<file path="src/rtl/ram_arbiter.sv">
// ram_arbiter: two-port arbiter in front of a single-port synchronous RAM.
//
// Each access takes three states: IDLE -> ACCESS -> RESP -> IDLE.
// Every output is driven from a register.
//   - In IDLE, a sampled request latches the winning port's command.
//   - ACCESS drives gntN and one RAM strobe.
//   - RESP captures the read data.
//   - doneN pulses in the following IDLE cycle.
//
// Optional build macro:
//   RAM_ARB_RR_EN  round-robin arbitration. On simultaneous requests the port
//                  not granted most recently wins. When the macro is
//                  undefined, arbitration is fixed priority with port 0 first
//                  and no pointer register is built.
//
// Ports:
//   clk, reset            clock; synchronous active-high reset
//   req0/1, we0/1         per-port request and write enable (1 = write)
//   addr0/1, wdata0/1     per-port address and write data
//   gnt0/1                one-cycle grant pulse (ACCESS cycle)
//   done0/1               one-cycle completion pulse
//   rdata                 last read data, held until the next read completes
//   ram_read, ram_write   RAM strobes
//   ram_addr              RAM address
//   ram_data_out          RAM write data
//   ram_data_in           registered RAM read data (one cycle after ram_read)
//   busy                  high whenever the FSM is not IDLE
module ram_arbiter #(
  parameter int unsigned ADDR_W = 6,
  parameter int unsigned DATA_W = 16
) (
  input  logic              clk,
  input  logic              reset,
  input  logic              req0,
  input  logic              req1,
  input  logic              we0,
  input  logic              we1,
  input  logic [ADDR_W-1:0] addr0,
  input  logic [ADDR_W-1:0] addr1,
  input  logic [DATA_W-1:0] wdata0,
  input  logic [DATA_W-1:0] wdata1,
  output logic              gnt0,
  output logic              gnt1,
  output logic              done0,
  output logic              done1,
  output logic [DATA_W-1:0] rdata,
  output logic              ram_read,
  output logic              ram_write,
  output logic [ADDR_W-1:0] ram_addr,
  output logic [DATA_W-1:0] ram_data_out,
  input  logic [DATA_W-1:0] ram_data_in,
  output logic              busy
);

  typedef enum logic [1:0] {StIdle, StAccess, StResp} state_t;

  state_t state;
  logic   cur_port;  // port owning the transaction in flight
  logic   cur_we;    // transaction in flight is a write
  logic   sel1;      // port 1 wins this cycle's arbitration
  logic   sel_we;

`ifdef RAM_ARB_RR_EN
  logic prio;  // port that wins a tie; points away from the last grant

  always_comb begin
    sel1 = req1 & (~req0 | prio);
  end
`else
  always_comb begin
    sel1 = req1 & ~req0;
  end
`endif

  always_comb begin
    sel_we = sel1 ? we1 : we0;
  end

  always_ff @(posedge clk) begin
    if (reset) begin
      state        <= StIdle;
      cur_port     <= 1'b0;
      cur_we       <= 1'b0;
      gnt0         <= 1'b0;
      gnt1         <= 1'b0;
      done0        <= 1'b0;
      done1        <= 1'b0;
      ram_read     <= 1'b0;
      ram_write    <= 1'b0;
      ram_addr     <= '0;
      ram_data_out <= '0;
      rdata        <= '0;
      busy         <= 1'b0;
`ifdef RAM_ARB_RR_EN
      prio         <= 1'b0;
`endif
    end else begin
      // Pulses and strobes default low; the address/data bus is zero when idle.
      gnt0         <= 1'b0;
      gnt1         <= 1'b0;
      done0        <= 1'b0;
      done1        <= 1'b0;
      ram_read     <= 1'b0;
      ram_write    <= 1'b0;
      ram_addr     <= '0;
      ram_data_out <= '0;
      case (state)
        StIdle: begin
          if (req0 || req1) begin
            state        <= StAccess;
            busy         <= 1'b1;
            cur_port     <= sel1;
            cur_we       <= sel_we;
            gnt0         <= ~sel1;
            gnt1         <= sel1;
            ram_read     <= ~sel_we;
            ram_write    <= sel_we;
            ram_addr     <= sel1 ? addr1 : addr0;
            ram_data_out <= sel1 ? wdata1 : wdata0;
`ifdef RAM_ARB_RR_EN
            prio         <= ~sel1;
`endif
          end
        end
        StAccess: begin
          state <= StResp;
        end
        StResp: begin
          // The RAM's registered read data is valid during this cycle.
          state <= StIdle;
          busy  <= 1'b0;
          if (!cur_we) begin
            rdata <= ram_data_in;
          end
          done0 <= ~cur_port;
          done1 <= cur_port;
        end
        default: begin
          state <= StIdle;
          busy  <= 1'b0;
        end
      endcase
    end
  end

endmodule

</file>
<file path="config.mk">
export PLATFORM = sky130hd
export DESIGN_NAME = ram_arbiter
export DESIGN_NICKNAME = d
export VERILOG_FILES = /design/src/rtl/ram_arbiter.sv
export SDC_FILE = /design/constraint.sdc
export NUM_CORES = 1
export LEC_CHECK = 0
export ABC_AREA = 1
export CAP_MARGIN = 0
export CORE_MARGIN = 3
export CORE_UTILIZATION = 60
export DETAILED_ROUTE_END_ITERATION = 10
export DONT_BUFFER_PORTS = 1
export PLACE_DENSITY = 0.85
export SYNTH_ARGS = -nofsm -noshare
export SYNTH_HDL_FRONTEND = slang
export SYNTH_SLANG_ARGS = --single-unit
export TNS_END_PERCENT = 20
</file>
<file path="constraint.sdc">
create_clock -name clk -period 1.2 [get_ports clk]
set_input_delay 0.24 -clock clk [delete_from_list [all_inputs] [get_ports clk]]
set_output_delay 0.24 -clock clk [all_outputs]
set_load 0.005 [all_outputs]
</file>
==> flow_summary.toml <==
[critical_path]
path_delay_family = "flip-flops"
critPathMaxStageDelay_ns = 0.38
cp_num_buf_inv = 1
crit_type = "flip-flop to flip-flop"
startpoint_type = "flip-flop"
crit_chain = "nor2_2 -> nand3_4 -> buf_4 -> a21oi_1"
reg2regPathDepth = 4
crit_slowest_cell = "dfxtp_1"
cp_max_fo = 15
cp_data_arrival_time_ns = 1.37
r2r-end = "ram_data_out[10]"
cp.required_ns = 1.48
r2r_slack_ns = 0.10
crit_cells = 4
endpoint_kind = "flip-flop"
worstReg2RegStart = "state[1]"
crit_path_start = "state[1]"
crit_path_end = "ram_data_out[10]"

[clocking]
htree_levels = 2
cts-buffers-inserted = 5
cts_tree = "done"
cts_buffer_depth = 2
cts_resized = 0
clock-root-buffer = "clkbuf_4"
clk_latency_ns = 0.36
clkSinkCount = 49
clkTransAtPathRegs_ns = 0.15

[layout]
multiInputGateArea_um2 = 712
register_area_um2 = 981
area.growth.synth_to_final_pct = 14.7
drive_above_1_share = 0.143
nets = 323
diodes = 0
num-fill-cells = 217
fin_util = 0.750

[synth]
yosys_warnings = 0
synth_flop_cell = "dfxtp_1"
ys_seq_elements = 49
ys_top_cells_by_count = "nand2_1, dfxtp_1, nor2_1, inv_1, a21oi_2"
synth_cell_types = 16
synth_area_leaders = "dfxtp_1, nand2_1, a21oi_2"
mappedNetlistArea_mm2 = 0.00187
syn_nets = 305
avgSynthCellArea_um2 = 7.81
yosysSeqAreaShare = 0.525
synth_cells = 239
synth_top_area_frac = 0.525
async_flop_share = 0
yosysMostFrequentCell = "nand2_1"
yosys.area.top_type = "dfxtp_1"
synth_edf_count = 0

[routing]
ant_nets = 0
viasPerCell = 5.10
drtPass1Iterations = 4
vias = 1474
drtIter0Drc = 83
wl_per_cell_um = 13.9
drcViolationCount = 0
drt-total-wl_um = 4010

[global_routing]
grt_max_degree = 33
grt_overflow = 0
antenna_found_initial = 0
grt_pass1_wl_um = 4960
grt_use_total = 0.181
grt_pass1_vias = 1178

[die]
top_level_ports = 111
row_count = 19
dieHeight_um = 61.8
dieWidth_um = 61.8
core-area_mm2 = 0.00285
design.die.area_mm2 = 0.00382
initial_core_util = 0.654

[sta]
finalSetupViolations = 0
holdWs_ns = 0.00525
setup_ws_ns = 0.103
slew_headroom = 0.757
tns_ns = 0
period_minus_slack_ns = 1.10
rsz0062_at_grt = "false"
hold_viol_final = 0
fin_crit_sh = 0.914
worst_pin_slew_ns = 0.364
max_freq_mhz = 912
slew_viol_final = 0
clock-skew-final_ns = 0.0177

[flow_run]
maxCapViolations = 0

[power_and_ir_drop]
ir_drop_uv = 1170
total_power_mw = 3.27
power.leakage_nw = 1.02
power_density_mw_per_mm2 = 1530

[place]
dp_hpwl_um = 2690
numPortBuffers = 0
preCtsSetupSlack_ns = 0.125
gp_congestion = 0.732

[worst_hold_path]
hold_class = "primary input to flip-flop"

[outcome]
outcome = "complete, no violations"
-- through the flow --
stage	cells	area, um^2
after floorplan	239	1870
after global placement	264	1870
after detailed placement	264	1870
after CTS	276	2010
after global routing	289	2140
final	289	2140
-- where the power goes --
group	switching, mW	internal, mW	total, mW
clock	0.496	0.645	1.14
sequential	0.0652	1.73	1.80
combinational	0.198	0.140	0.338
total	0.759	2.51	3.27
-- area by class of cell --
cell class                 instances  area share
timing repair buffer              22       0.103
clock inverter                     3      0.0304
multi-input combinational        156       0.333
sequential                        49       0.458
clock buffer                       5      0.0175
tap                               31      0.0181
inverter                          23      0.0403
-- layout by cell type, fill, tap and decap left out --
cell type and n:
nand2_1 88, dfxtp_1 49, nor2_1 36, inv_1 21, a21oi_2 17, dlygate4sd3_1 17
a21oi_1 5, clkbuf_4 5, buf_4 4, nand3_1 3, inv_2 2, nor2_2 2
nor3_1 2, bufinv_16 2, nand2_2 1, nand3_4 1, nand3b_2 1, clkinv_2 1
buf_12 1
-- worst min-delay path by stage --
| stage | start | end | slack, ns | cells past startpoint |
|---|---|---|---|---|
| after floorplan | reset | done0 | 0.32 | 1 |
| after CTS | ram_data_in[5] | rdata[5] | 0.0005 | 2 |
| final | wdata0[12] | ram_data_out[12] | 0.005 | 2 |
| after global placement | reset | state[1] | 0.32 | 1 |
| after global routing | ram_data_in[2] | rdata[2] | 0.0009 | 2 |
| after detailed placement | reset | state[1] | 0.32 | 1 |
-- metal layers --
layer | up-vias | wire, um | track usage
met3 | 7 | 434 | 0.0744
met5 | - | 0 | 0
met2 | 83 | 2030 | 0.308
li1 | 752 | - | -
met1 | 632 | 1460 | 0.186
met4 | 0 | 81 | 0.103
-- kinds of logic (layout without fill, tap and decap cells) --
logic type / count (synthesis) / after routing / share of synthesized area
AO/OA/AOI/OAI: 22 / 22 / 0.0932
flip-flops: 49 / 49 / 0.525
AND/OR/NAND/NOR: 134 / 134 / 0.288
buffers and inverters: 34 / 53 / 0.0932
-- flip-flops by register name, summed over array words and instances, names as in the netlist, 2 cells and up --
signal and flops:
rdata 16, ram_data_out 16, ram_addr 6, state 2
-- repair_timing --
item                      4_1_cts  5_1_grt
buffers inserted                0        0
hold endpoints to repair        6       10
hold buffers                    4       13
No activity file was read; power rests on OpenSTA's default activity.
